## config.mk

```make
export PLATFORM = sky130hd
export DESIGN_NAME = mips32_prog_loader_flat
export DESIGN_NICKNAME = d
export VERILOG_FILES = /design/src/rtl/mips32_prog_loader_if.sv /design/src/rtl/mips32_prog_loader.sv /design/src/flat_wrapper.sv
export SDC_FILE = /design/constraint.sdc
export NUM_CORES = 1
export LEC_CHECK = 0
export BUFFER_PORTS_ARGS = -buffer_cell sky130_fd_sc_hd__clkbuf_2
export CAP_MARGIN = 20
export CORE_MARGIN = 2
export CORE_UTILIZATION = 50
export DETAILED_ROUTE_END_ITERATION = 6
export PLACE_DENSITY = 0.8
export SYNTH_ARGS = -nofsm -noshare
export SYNTH_HDL_FRONTEND = slang
export SYNTH_SLANG_ARGS = --single-unit
```

## constraint.sdc

```tcl
create_clock -name clk1 -period 5.55 [get_ports clk1]
set_input_delay 1.11 -clock clk1 [delete_from_list [all_inputs] [get_ports clk1]]
set_output_delay 1.11 -clock clk1 [all_outputs]
set_load 0.02 [all_outputs]
```

## src/rtl/mips32_prog_loader_if.sv

```systemverilog
// Byte-stream input and instruction-memory write port of the mips32 program loader.
// The slave modport is the loader; the master modport is the byte source / memory side.
interface mips32_prog_loader_if #(
  parameter int ADDR_W = 10
);
  logic              in_valid;
  logic [7:0]        in_byte;
  logic              in_ready;
  logic              mem_we;
  logic [ADDR_W-1:0] mem_addr;
  logic [31:0]       mem_wdata;

  modport master (
    output in_valid, in_byte,
    input  in_ready, mem_we, mem_addr, mem_wdata
  );

  modport slave (
    input  in_valid, in_byte,
    output in_ready, mem_we, mem_addr, mem_wdata
  );
endinterface

```

## src/rtl/mips32_prog_loader.sv

```systemverilog
// Boot loader for mips32: packs a byte stream into 32-bit words, writes them to
// instruction memory from address 0 and releases the core once HALT_WORD has been written.
//
// state   | meaning
// IDLE    | after reset, waiting for start, core held
// LOAD    | accepting bytes into the word being assembled
// WRITE   | one-cycle write strobe of the assembled word
// RELEASE | one-cycle core_go pulse, hold dropped
// DONE    | HALT_WORD written, core running, waiting for a restart
// ERR     | MAX_WORDS written without HALT_WORD, core held
module mips32_prog_loader #(
  parameter int          ADDR_W     = 10,
  parameter int          MAX_WORDS  = 1024,
  parameter bit          BIG_ENDIAN = 1'b1,
  parameter logic [31:0] HALT_WORD  = 32'hfc000000
) (
  input  logic                clk1,
  input  logic                rst,
  input  logic                start,
  mips32_prog_loader_if.slave bus,
  output logic                core_hold,
  output logic                core_go,
  output logic [ADDR_W:0]     word_count,
  output logic                done,
  output logic                err_overflow
);

  typedef enum logic [2:0] {
    S_IDLE,
    S_LOAD,
    S_WRITE,
    S_RELEASE,
    S_DONE,
    S_ERR
  } state_t;

  localparam logic [ADDR_W:0] LAST_SLOT = (ADDR_W+1)'(MAX_WORDS - 1);
  localparam logic [ADDR_W:0] WC_ONE    = (ADDR_W+1)'(1);

  state_t      state;
  state_t      state_nxt;
  logic [1:0]  byte_idx;
  logic [1:0]  lane;
  logic [31:0] word;
  logic        xfer;
  logic        restart;
  logic        in_ready;
  logic        mem_we;

  assign xfer    = (state == S_LOAD) && bus.in_valid;
  assign restart = start && (state == S_IDLE || state == S_DONE || state == S_ERR);
  // Big-endian puts the first byte of a word in the top lane.
  assign lane    = BIG_ENDIAN ? ~byte_idx : byte_idx;

  always_ff @(posedge clk1) begin
    if (rst) begin
      state <= S_IDLE;
    end else begin
      state <= state_nxt;
    end
  end

  always_comb begin
    state_nxt = state;
    case (state)
      S_IDLE:    if (restart) state_nxt = S_LOAD;
      S_LOAD:    if (xfer && byte_idx == 2'd3) state_nxt = S_WRITE;
      S_WRITE: begin
        if (word == HALT_WORD) begin
          state_nxt = S_RELEASE;
        end else if (word_count == LAST_SLOT) begin
          state_nxt = S_ERR;
        end else begin
          state_nxt = S_LOAD;
        end
      end
      S_RELEASE: state_nxt = S_DONE;
      S_DONE:    if (restart) state_nxt = S_LOAD;
      S_ERR:     if (restart) state_nxt = S_LOAD;
      default:   state_nxt = S_IDLE;
    endcase
  end

  always_ff @(posedge clk1) begin
    if (rst) begin
      word_count <= '0;
      byte_idx   <= '0;
      word       <= '0;
    end else if (restart) begin
      word_count <= '0;
      byte_idx   <= '0;
    end else if (xfer) begin
      word[{lane, 3'b000} +: 8] <= bus.in_byte;
      byte_idx                  <= byte_idx + 2'd1;
    end else if (state == S_WRITE) begin
      word_count <= word_count + WC_ONE;
    end
  end

  always_comb begin
    in_ready     = 1'b0;
    mem_we       = 1'b0;
    core_go      = 1'b0;
    core_hold    = 1'b1;
    done         = 1'b0;
    err_overflow = 1'b0;
    case (state)
      S_LOAD:    in_ready = 1'b1;
      S_WRITE:   mem_we   = 1'b1;
      S_RELEASE: begin
        core_go   = 1'b1;
        core_hold = 1'b0;
      end
      S_DONE: begin
        done      = 1'b1;
        core_hold = 1'b0;
      end
      S_ERR:     err_overflow = 1'b1;
      default:   ;
    endcase
  end

  assign bus.in_ready  = in_ready;
  assign bus.mem_we    = mem_we;
  assign bus.mem_addr  = word_count[ADDR_W-1:0];
  assign bus.mem_wdata = word;

endmodule

```

## src/flat_wrapper.sv

```systemverilog
// flat-port wrapper written by rule: the top's interface ports become plain ports
module mips32_prog_loader_flat 
#(
  parameter int          ADDR_W     = 10,
  parameter int          MAX_WORDS  = 1024,
  parameter bit          BIG_ENDIAN = 1'b1,
  parameter logic [31:0] HALT_WORD  = 32'hfc000000
)
  (clk1, rst, start, core_hold, core_go, word_count, done, err_overflow, bus_in_valid, bus_in_byte, bus_in_ready, bus_mem_we, bus_mem_addr, bus_mem_wdata);
  mips32_prog_loader_if #(.ADDR_W(ADDR_W)) bus_i ();
  input  logic clk1;
  input  logic rst;
  input  logic start;
  output logic core_hold;
  output logic core_go;
  output logic [ADDR_W:0] word_count;
  output logic done;
  output logic err_overflow;
  input wire logic [$bits(bus_i.in_valid)-1:0] bus_in_valid;
  input wire logic [$bits(bus_i.in_byte)-1:0] bus_in_byte;
  output wire logic [$bits(bus_i.in_ready)-1:0] bus_in_ready;
  output wire logic [$bits(bus_i.mem_we)-1:0] bus_mem_we;
  output wire logic [$bits(bus_i.mem_addr)-1:0] bus_mem_addr;
  output wire logic [$bits(bus_i.mem_wdata)-1:0] bus_mem_wdata;
  assign bus_i.in_valid = bus_in_valid;
  assign bus_i.in_byte = bus_in_byte;
  assign bus_in_ready = bus_i.in_ready;
  assign bus_mem_we = bus_i.mem_we;
  assign bus_mem_addr = bus_i.mem_addr;
  assign bus_mem_wdata = bus_i.mem_wdata;
  mips32_prog_loader #(.ADDR_W(ADDR_W), .MAX_WORDS(MAX_WORDS), .BIG_ENDIAN(BIG_ENDIAN), .HALT_WORD(HALT_WORD)) u_core (.clk1(clk1), .rst(rst), .start(start), .bus(bus_i), .core_hold(core_hold), .core_go(core_go), .word_count(word_count), .done(done), .err_overflow(err_overflow));
endmodule
```

## Word-level counts from Yosys, hierarchy flattened

Index checks and enable logic that the tools add are counted.

| storage, ports and cells | value |
|---|---|
| bits in registers | 48 |
| output and inout port bits | 59 |

| cells by class | value |
|---|---|
| reductions and logical operators | 12 |
| mux-type cells | 12 |
| add/sub/neg operators | 3 |
| eq/ne operators | 10 |
| shift operators | 2 |
| bitwise logic cells | 3 |

Operator list:

| kind | count |
|---|---|
| $bwmux W32 | 1 |
| $eq A32 B32 Y1 const B | 1 |
| $shift A8 B7 Y32 const A | 1 |
| $shiftx A8 B7 Y32 | 1 |
| $mux W3 | 4 |
| $pmux W3 S4 | 1 |
| $add A11 B1 Y11 const B | 1 |
| $eq A11 B10 Y1 const B | 1 |
| $neg A5 Y7 | 1 |
| $eq A3 B2 Y1 const B | 2 |
| $eq A3 B3 Y1 const B | 2 |
| $mux W1 | 6 |
| $reduce_and A2 Y1 | 3 |
| $reduce_or A2 Y1 | 2 |
| $eq A3 B1 Y1 const B | 1 |
| $logic_and A1 B1 Y1 | 3 |
| $logic_not A3 Y1 | 1 |
| $reduce_or A3 Y1 | 1 |
| $add A2 B1 Y2 const B | 1 |
| $eq A2 B2 Y1 const B | 1 |
| $logic_or A1 B1 Y1 | 2 |
| $ne A2 B1 Y1 const B | 1 |
| $ne A2 B2 Y1 const B | 1 |
| $not A1 Y1 | 2 |
| $not A2 Y2 | 1 |

## Longest topological paths before layout

Gate-level depths: netlist of run 1.

| depth | value |
|---|---|
| depth after elaboration | 6 |
| gate-level depth with buffers | 6 |

## Worst setup path before layout of run 1

OpenSTA, ideal clock, no wires.

| timing | value |
|---|---|
| kind | register to output |
| from | register u_core.state[2] |
| to | output port core_hold |
| data arrival time | 1.223 ns |
| required time | 4.440 ns |
| setup slack | 3.217 ns |
| stages on the path, launching flop included | 4 |
| buffers on the path | 0 |
| cell sequence | dfxtp_1 inv_1 nor3_1 nor2_1 |

| between the ends | value |
|---|---|
| longest elaborated chain between the ends | 3 |

Ends and longest elaborated chain:

| what | line | RTL |
|---|---|---|
| start: declaration | mips32_prog_loader.sv:40 | `state_t state;` |
| start signal: assignment | mips32_prog_loader.sv:59 | `state <= state_nxt;` |
| $eq A3 B2 Y1 or $eq A3 B3 Y1 (tied branches) | mips32_prog_loader.sv:107 | `case (state)` |
| $reduce_or A2 Y1 (no line) (*) | n/a |  |
| $mux W1 (*) | mips32_prog_loader.sv:107 |  |
| end: declaration | flat_wrapper.sv:14 | `output logic core_hold;` |

Mark *: on every way between the ends. The rest lies on a longest branch, timed or not.

## Worst setup path after layout of run 1

| timing | value |
|---|---|
| from | register u_core.state[0] |
| to | output port bus_mem_we |

| between the ends | value |
|---|---|
| longest elaborated chain between the ends | 2 |

Ends and longest elaborated chain:

| what | line | RTL |
|---|---|---|
| $eq A3 B2 Y1 | mips32_prog_loader.sv:107 |  |
| $mux W1 | mips32_prog_loader.sv:107 |  |
| end: declaration | flat_wrapper.sv:22 | `output wire logic [$bits(bus_i.mem_we)-1:0] bus_mem_we;` |

Every way passes these cells.

==> impl_metrics.py, run 1 <==
metrics = {
    "worst_setup_path": {
        "cp-end-kind": "primary output",
        "path_delay_family": "simple AND/OR/NAND/NOR gates",
        "max_stage_delay_ns": 0.55,
        "critPathSlowestCell": "or3b_1",
        "crit_buf_inv": 2,
        "path_class": "reg -> out",
        "cp.required_ns": 4.44,
        "crit_path_max_fanout": 10,
        "start_kind": "flop",
        "crit_path_cell_trace": "or3b_1 > inv_1 > clkbuf_2",
        "arrival_ns": 1.65,
    },
    "timing": {
        "min_period_over_period": 0.4965,
        "tns_ns": 0,
        "relSlewSlack": 0.3777,
        "rsz0062_at_grt": "no",
        "slew_viol_final": 0,
        "skew_ns": 0.005039,
        "post-route-min-period_ns": 2.756,
        "finalSetupViolations": 0,
        "tightest_slew_ns": 0.9315,
        "postLayoutSetupSlackWorst_ns": 2.794,
        "hold_viol_final": 0,
        "fmax_mhz": 362.9,
    },
    "synthesis": {
        "synthTopCellsByArea": "dfxtp_1, a21oi_1, nand3_1",
        "synth_top_family_by_area": "simple AND/OR/NAND/NOR gates",
        "synth.cells.most_frequent": "dfxtp_1, nand2_1, a21oi_1, nand3_1, nor2_1",
        "synthMuxAreaShare": 0,
        "synth_top_cell_area_share": 0.4416,
        "syn-num-nets": 284,
        "synth_adder_area_share": 0.03450,
        "synth_compound_area_frac": 0.1041,
        "yosysWarnings": 0,
        "ys.flop_type": "dfxtp_1",
        "synthArstFlopShare": 0,
        "yosysMostFrequentCell": "dfxtp_1",
        "syn_avg_cell_area_sq_um": 8.180,
        "yosys.area.top_type": "dfxtp_1",
        "yosysSeqAreaShare": 0.4416,
        "synth_cells": 266,
        "synth_seq_cells": 48,
        "syn_area_sq_mm": 0.002176,
        "synth_edf_count": 0,
        "synth_xor_area_frac": 0.04025,
        "yosys.area_share.simple": 0.3099,
        "synth_cell_types": 38,
    },
    "cells_and_area": {
        "fin_cells": 372,
        "syn_to_final_growth_pct": 16.79,
        "multi_input_comb_area_sq_mm": 0.001064,
        "final_area_sq_mm": 0.002541,
        "drive_above_1_share": 0.2640,
        "nets": 340,
        "regArea_sq_um": 960.9,
        "nFillCells": 369,
        "antenna_cells": 0,
    },
    "route": {
        "drc": 0,
        "vias_per_cell": 5.508,
        "wl_per_cell_microns": 13.83,
        "drt_iter0_markers": 217,
        "vias": 2049,
        "wl_microns": 5146,
        "ant_nets": 0,
        "dr.pass1.iters": 6,
    },
    "cts": {
        "postCtsHoldBufs": 0,
        "cts_resized": 0,
        "clk_pin_slew_ns": 0.08,
        "cts-root-buf": "clkbuf_8",
        "postCtsSetupRepairBufs": 0,
        "cts_buffers": 5,
        "cts_tree": "done",
        "clock_latency_ns": 0.30,
        "clk_path_buf_depth": 2,
        "htree_levels": 2,
        "clkSinkCount": 48,
    },
    "floorplan": {
        "die-area_sq_mm": 0.004895,
        "num_io_pins": 71,
        "initial_utilization": 0.5325,
        "row_count": 23,
        "die_w_microns": 69.97,
        "die_h_microns": 69.97,
        "coreArea_sq_mm": 0.004086,
    },
    "place": {
        "gp_congestion": 0.8641,
        "dp.cells": 365,
        "placed_area_sq_mm": 0.002464,
        "hpwlAfterDp_microns": 3662,
        "io_buffers": 70,
        "dp_slack_ns": 3.132,
    },
    "run": {
        "cap_violations": 0,
    },
    "grt": {
        "grt_overflow_total": 0,
        "grt_max_degree": 37,
        "grt_pass1_vias": 1720,
        "grt_pass1_wl_microns": 8466,
        "grt_usage": 0.2146,
        "antenna_found_initial": 0,
    },
    "power": {
        "ir_drop_mv": 0.1510,
        "finalPower_mw": 0.6187,
        "power_density_mw_per_mm2": 243.5,
        "p_leak_nw": 1.035,
    },
    "hold_path": {
        "hold_path_class": "reg -> reg",
    },
    "status": {
        "status": "complete, no violations",
    },
}
-- where the power goes --
part           internal [mW]  switching, mW  total (mW)
Sequential             0.350        0.00757       0.358
Combinational         0.0208         0.0424      0.0631
Clock                 0.0858          0.112       0.198
Total                  0.457          0.162       0.619
-- flip-flops by register name, indices dropped and copies added (netlist names) --
| name | cells |
|---|---|
| u_core.bus.mem_wdata | 32 |
| u_core.word_count | 11 |
| u_core.state | 3 |
| u_core.byte_idx | 2 |
-- worst paths after layout --
check	start	to	slack (ns)	depth (start not counted)
max reg2reg	u_core.byte_idx[0]	u_core.bus.mem_wdata[9]	3.34	5
min	u_core.bus.mem_wdata[5]	u_core.bus.mem_wdata[5]	0.47	2
min reg2reg	u_core.bus.mem_wdata[5]	u_core.bus.mem_wdata[5]	0.47	2
max	u_core.state[0]	bus_mem_we	2.79	3
-- cell families after synthesis --
group / Yosys count
fa+ha+maj: 6
simple gates: 132
buf+inv: 28
compound gates: 42
flops: 48
xor+xnor: 10
-- metal layers --
layer	GRT usage	vias to the layer above	wire length, microns
met3	0.06061	11	442
met1	0.3055	921	2295
li1	-	1025	-
met2	0.3069	92	2323
met4	0.08120	0	84
met5	0	-	0
-- worst reg2reg max path: cells and delay by family (launching register included) --
| family | cells | cell delay, ns |
|---|---|---|
| adder cells (fa/ha/maj) | 1 | 0.37 |
| AO/OA/AOI/OAI | 1 | 0.17 |
| flip-flops | 1 | 0.50 |
| buffers and inverters | 1 | 0.13 |
| AND/OR/NAND/NOR | 2 | 0.96 |
-- cell type report --
cell class | count | area share
Clock inverter | 1 | 0.001969
Clock buffer | 6 | 0.02856
Sequential cell | 48 | 0.3781
Timing Repair Buffer | 70 | 0.1379
Multi-Input combinational cell | 190 | 0.4185
Inverter | 7 | 0.01034
Tap cell | 50 | 0.02462
-- stage by stage --
step                hold WS (ns)  utilization
floorplan                 0.5109            -
global placement          0.4541       0.6029
detailed placement        0.4598       0.6029
CTS                       0.4704       0.6219
global route              0.4865       0.6219
finish                    0.4724       0.6219
-- placed cells by master (no fill, tap or decap), types with 2 or more instances in the layout --
| cell type | n |
|---|---|
| dfxtp_1 | 48 |
| a21oi_1 | 35 |
| inv_1 | 7 |
| ha_1 | 6 |
| xor2_1 | 4 |
| nand2_1 | 43 |
| nor2_1 | 16 |
| nand4_1 | 6 |
| xnor2_1 | 6 |
| nor3b_1 | 2 |
| and3_2 | 3 |
| clkbuf_8 | 5 |
| clkbuf_2 | 70 |
| nand3_1 | 35 |
| and2_1 | 4 |
| nor3_1 | 5 |
| nor4_1 | 7 |
(Power assumes the default switching activity.)
==> run 2, diff against run 1 <==
==> constraint.sdc (replaced) <==
create_clock -name clk1 -period 2.75 [get_ports clk1]
set_input_delay 0.55 -clock clk1 [delete_from_list [all_inputs] [get_ports clk1]]
set_output_delay 0.55 -clock clk1 [all_outputs]
set_load 0.02 [all_outputs]
==> impl_metrics.py, run 2 (synthesis results as in run 1) <==
metrics = {
    "cts": {
        "postCtsSetupRepairBufs": 0,
        "cts_tree": "done",
        "cts-root-buf": "clkbuf_8",
        "cts_resized": 0,
        "clk_pin_slew_ns": 0.09,
        "clock_latency_ns": 0.31,
        "htree_levels": 2,
        "postCtsHoldBufs": 0,
        "clk_path_buf_depth": 2,
        "cts_buffers": 5,
        "clkSinkCount": 48,
    },
    "floorplan": {
        "coreArea_sq_mm": 0.004086,
        "die-area_sq_mm": 0.004895,
        "initial_utilization": 0.5325,
        "die_h_microns": 69.97,
        "row_count": 23,
        "num_io_pins": 71,
        "die_w_microns": 69.97,
    },
    "run": {
        "cap_violations": 0,
    },
    "place": {
        "io_buffers": 70,
        "hpwlAfterDp_microns": 3733,
        "gp_congestion": 0.8407,
    },
    "route": {
        "drc": 0,
        "wl_per_cell_microns": 13.78,
        "dr.pass1.iters": 4,
        "wl_microns": 5168,
        "ant_nets": 0,
        "drt_iter0_markers": 160,
        "vias": 2030,
        "vias_per_cell": 5.413,
    },
    "timing": {
        "relSlewSlack": 0.5324,
        "rsz0062_at_grt": "no",
        "post-route-min-period_ns": 2.192,
        "finalSetupViolations": 0,
        "tns_ns": 0,
        "skew_ns": 0.005076,
        "hold_viol_final": 0,
        "fmax_mhz": 456.2,
        "min_period_over_period": 0.7971,
        "tightest_slew_ns": 0.7014,
        "slew_viol_final": 0,
    },
    "cells_and_area": {
        "mostFrequentLayoutCells": "clkbuf_2, dfxtp_1, nand2_1",
        "syn_to_final_growth_pct": 18.69,
        "largest_reg_flops": 32,
        "final_common_cell": "clkbuf_2",
        "drive_above_1_share": 0.2738,
        "antenna_cells": 0,
        "nets": 343,
    },
    "worst_setup_path": {
        "worstReg2RegEnd": "u_core.state[2]",
        "max_stage_delay_ns": 0.54,
        "start_kind": "flop",
        "critPathSlowestCell": "or3b_1",
        "rrSetupSlack_ns": 0.90,
        "crit_path_cell_trace": "or3b_1 > inv_1 > clkbuf_2",
        "arrival_ns": 1.64,
        "cp.required_ns": 2.20,
        "cp-end-kind": "primary output",
        "reg2reg_from": "u_core.byte_idx[0]",
        "crit_path_max_fanout": 10,
        "path_class": "reg -> out",
        "crit_buf_inv": 2,
        "path_delay_family": "simple AND/OR/NAND/NOR gates",
        "reg2regPathDepth": 5,
    },
    "power": {
        "clkPwrFrac": 0.347,
        "p_leak_nw": 1.059,
        "pwr-share-comb": 0.101,
        "ir_drop_mv": 0.1956,
        "seqPwrFrac": 0.552,
        "finalPower_mw": 1.309,
        "p_sw_frac": 0.2542,
        "p_switching_mw": 0.3327,
        "power_density_mw_per_mm2": 506.8,
        "intPower_mw": 0.9761,
    },
    "grt": {
        "grt_overflow_total": 0,
        "grt_usage": 0.2104,
        "antenna_found_initial": 0,
        "grt_pass1_vias": 1730,
        "grt_max_degree": 37,
        "grt_pass1_wl_microns": 8204,
    },
    "status": {
        "status": "complete, no violations",
    },
    "hold_path": {
        "holdCritStartpoint": "u_core.bus.mem_wdata[15]",
        "hold_end": "u_core.bus.mem_wdata[15]",
        "hold_path_class": "reg -> reg",
        "holdPathStages": 2,
    },
}
==> run 2: cell types whose count changed in the layout (fill, tap and decap cells not counted), sizes merged <==
cell    before  now
clkinv       1    0
clkbuf      76   77
buf          0    3
==> run 2: how the worst max path moves through the flow <==
| stage | from | endpoint | slack (ns) | cells after the start |
|---|---|---|---|---|
| floorplan | u_core.state[2] | core_hold | 0.98 | 3 |
| global placement | u_core.state[0] | bus_mem_we | 0.92 | 3 |
| detailed placement | u_core.state[1] | bus_mem_we | 0.90 | 3 |
| CTS | u_core.state[1] | bus_mem_we | 0.55 | 3 |
| global route | u_core.state[0] | bus_mem_we | 0.47 | 3 |
| finish | u_core.state[0] | bus_mem_we | 0.56 | 3 |
==> run 2: worst min-delay path, cell delays in order, from the launching register on <==
cell and delay, ns:
dfxtp_1 0.32, nand2_1 0.05, a21oi_1 0.05
==> run 2: per-layer routing <==
| layer | global-route usage | part of all wire | vias to the layer above |
|---|---|---|---|
| met5 | 0 | 0 | - |
| met4 | 0.08333 | 0.022 | 0 |
| met3 | 0.05483 | 0.071 | 11 |
| met2 | 0.3058 | 0.44 | 65 |
| met1 | 0.2974 | 0.46 | 925 |
| li1 | - | - | 1029 |
==> run 2: layout make-up <==
cell class	instances	area, sq um
well taps	50	62.56
inverters	7	26.28
repair buffers	73	372.9
fillers	373	1504
flip-flops and latches	48	960.9
clock buffers	7	96.34
multi-input cells	190	1064
==> run 2: through the flow <==
step / util / instance area [sq um] / hold WS, ns / std cells / setup WS [ns]
global route: 0.6320 / 2582 / 0.4912 / 375 / 0.4673
CTS: 0.6320 / 2582 / 0.4678 / 375 / 0.5535
finish: 0.6320 / 2582 / 0.4689 / 375 / 0.5579
detailed placement: 0.6084 / 2486 / 0.4560 / 368 / 0.9009
floorplan: - / 2176 / 0.5109 / 266 / 0.9767
global placement: 0.6084 / 2486 / 0.4527 / 368 / 0.9224
==> run 2: power groups by stage <==
stage / combinational (mW) / clock, mW / sequential [mW]
3_5_place_dp: 0.131 / 0 / 0.738
4_1_cts: 0.132 / 0.463 / 0.722
3_3_place_gp: 0.130 / 0 / 0.737
6_report: 0.132 / 0.454 / 0.722
5_1_grt: 0.144 / 0.490 / 0.725
2_1_floorplan: 0.0803 / 0 / 0.743
==> run 3, diff against run 2 <==
==> constraint.sdc (replaced) <==
create_clock -name clk1 -period 2.2 [get_ports clk1]
set_input_delay 0.44 -clock clk1 [delete_from_list [all_inputs] [get_ports clk1]]
set_output_delay 0.44 -clock clk1 [all_outputs]
set_load 0.02 [all_outputs]
==> impl_metrics.py, run 3 (synthesis results as in run 1) <==
metrics = {
    "status": {
        "status": "complete, no violations",
    },
    "cts": {
        "cts_resized": 0,
        "htree_levels": 2,
        "postCtsSetupRepairBufs": 0,
        "postCtsHoldBufs": 0,
        "cts_tree": "done",
        "cts_buffers": 5,
        "cts-root-buf": "clkbuf_8",
        "clock_latency_ns": 0.30,
        "clk_pin_slew_ns": 0.08,
        "clk_path_buf_depth": 2,
        "clkSinkCount": 48,
    },
    "place": {
        "gp_congestion": 0.7976,
        "io_buffers": 70,
        "hpwlAfterDp_microns": 3741,
    },
    "cells_and_area": {
        "mostFrequentLayoutCells": "clkbuf_2, dfxtp_1, nand2_1",
        "antenna_cells": 0,
        "final_common_cell": "clkbuf_2",
        "syn_to_final_growth_pct": 19.72,
        "nets": 344,
        "largest_reg_flops": 32,
        "drive_above_1_share": 0.2783,
        "utilization": 0.6375,
    },
    "route": {
        "vias": 2069,
        "wl_per_cell_microns": 13.87,
        "wl_met1_microns": 2384,
        "vias_per_cell": 5.488,
        "drc": 0,
        "drt_iter0_markers": 147,
        "wl_met3_microns": 386,
        "routed.top_layer": "met4",
        "wl_microns": 5229,
        "wl_met2_microns": 2364,
        "dr.pass1.iters": 4,
        "ant_nets": 0,
    },
    "floorplan": {
        "die-area_sq_mm": 0.004895,
        "row_count": 23,
        "num_io_pins": 71,
        "coreArea_sq_mm": 0.004086,
        "die_h_microns": 69.97,
        "die_w_microns": 69.97,
        "initial_utilization": 0.5325,
    },
    "worst_setup_path": {
        "crit_buf_inv": 2,
        "path_class": "reg -> out",
        "crit_path_max_fanout": 10,
        "max_stage_delay_ns": 0.54,
        "cp-end-kind": "primary output",
        "cp.required_ns": 1.76,
        "path_delay_family": "simple AND/OR/NAND/NOR gates",
        "arrival_ns": 1.64,
        "start_kind": "flop",
        "crit_path_cell_trace": "or3b_1 > inv_1 > clkbuf_2",
        "critPathSlowestCell": "or3b_1",
    },
    "grt": {
        "grt_pass1_vias": 1832,
        "grt_overflow_total": 0,
        "grt_usage": 0.2145,
        "grt_pass1_wl_microns": 8576,
        "antenna_found_initial": 0,
        "grt_max_degree": 32,
    },
    "timing": {
        "fmax_mhz": 481.5,
        "slew_viol_final": 0,
        "min_period_over_period": 0.9440,
        "relSlewSlack": 0.5304,
        "finalSetupViolations": 0,
        "post-route-min-period_ns": 2.077,
        "hold_viol_final": 0,
        "tightest_slew_ns": 0.7002,
        "rsz0062_at_grt": "no",
        "tns_ns": 0,
        "skew_ns": 0.005945,
    },
    "power": {
        "p_leak_nw": 1.068,
        "finalPower_mw": 1.698,
        "ir_drop_mv": 0.3971,
        "power_density_mw_per_mm2": 651.7,
    },
    "hold_path": {
        "hold_path_class": "in -> reg",
    },
    "run": {
        "cap_violations": 0,
    },
}
[run 3: cell count changes in the layout (fill, tap and decap cells not counted), sizes merged]
cell,previous run,this run
clkinv,0,1
clkinvlp,0,1
clkbuf,77,75
buf,3,4
bufinv,0,1
[run 3: report_power, final]
group | total [mW] | internal, mW | switching (mW)
logic | 0.169 | 0.0573 | 0.111
clock network | 0.626 | 0.336 | 0.290
registers | 0.903 | 0.884 | 0.0192
[run 3: worst paths after layout]
path / to / cells after the start / slack (ns) / startpoint
setup reg to reg: u_core.state[2] / 5 / 0.20 / u_core.byte_idx[0]
setup / recovery: bus_mem_we / 3 / 0.12 / u_core.state[0]
hold reg to reg: u_core.bus.mem_wdata[31] / 2 / 0.47 / u_core.bus.mem_wdata[31]
hold / removal: u_core.bus.mem_wdata[18] / 2 / 0.39 / rst
[run 3: layout make-up]
class	count	area (sq um)
multi-input combinational	190	1064
inverter	7	26.28
fill	378	1481
clock buffer	5	68.82
timing repair buffer	74	380.4
clock inverter	3	42.54
tap	50	62.56
sequential	48	960.9
[run 3: per-stage QoR]
step / worst slack (ns) / hold slack [ns] / cells / instance area [sq um]
finish: 0.1231 / 0.3890 / 377 / 2605
global route: 0.02099 / 0.4102 / 377 / 2605
CTS: 0.1059 / 0.3838 / 377 / 2605
detailed placement: 0.3850 / 0.4578 / 369 / 2494
global placement: 0.4484 / 0.4507 / 369 / 2494
floorplan: 0.4443 / 0.5109 / 266 / 2176
[run 3: per-layer routing]
| metal | GRT usage | vias to the layer above |
|---|---|---|
| li1 | - | 1036 |
| met1 | 0.3045 | 941 |
| met2 | 0.3280 | 81 |
| met3 | 0.03030 | 11 |
| met4 | 0.08547 | 0 |
| met5 | 0 | - |
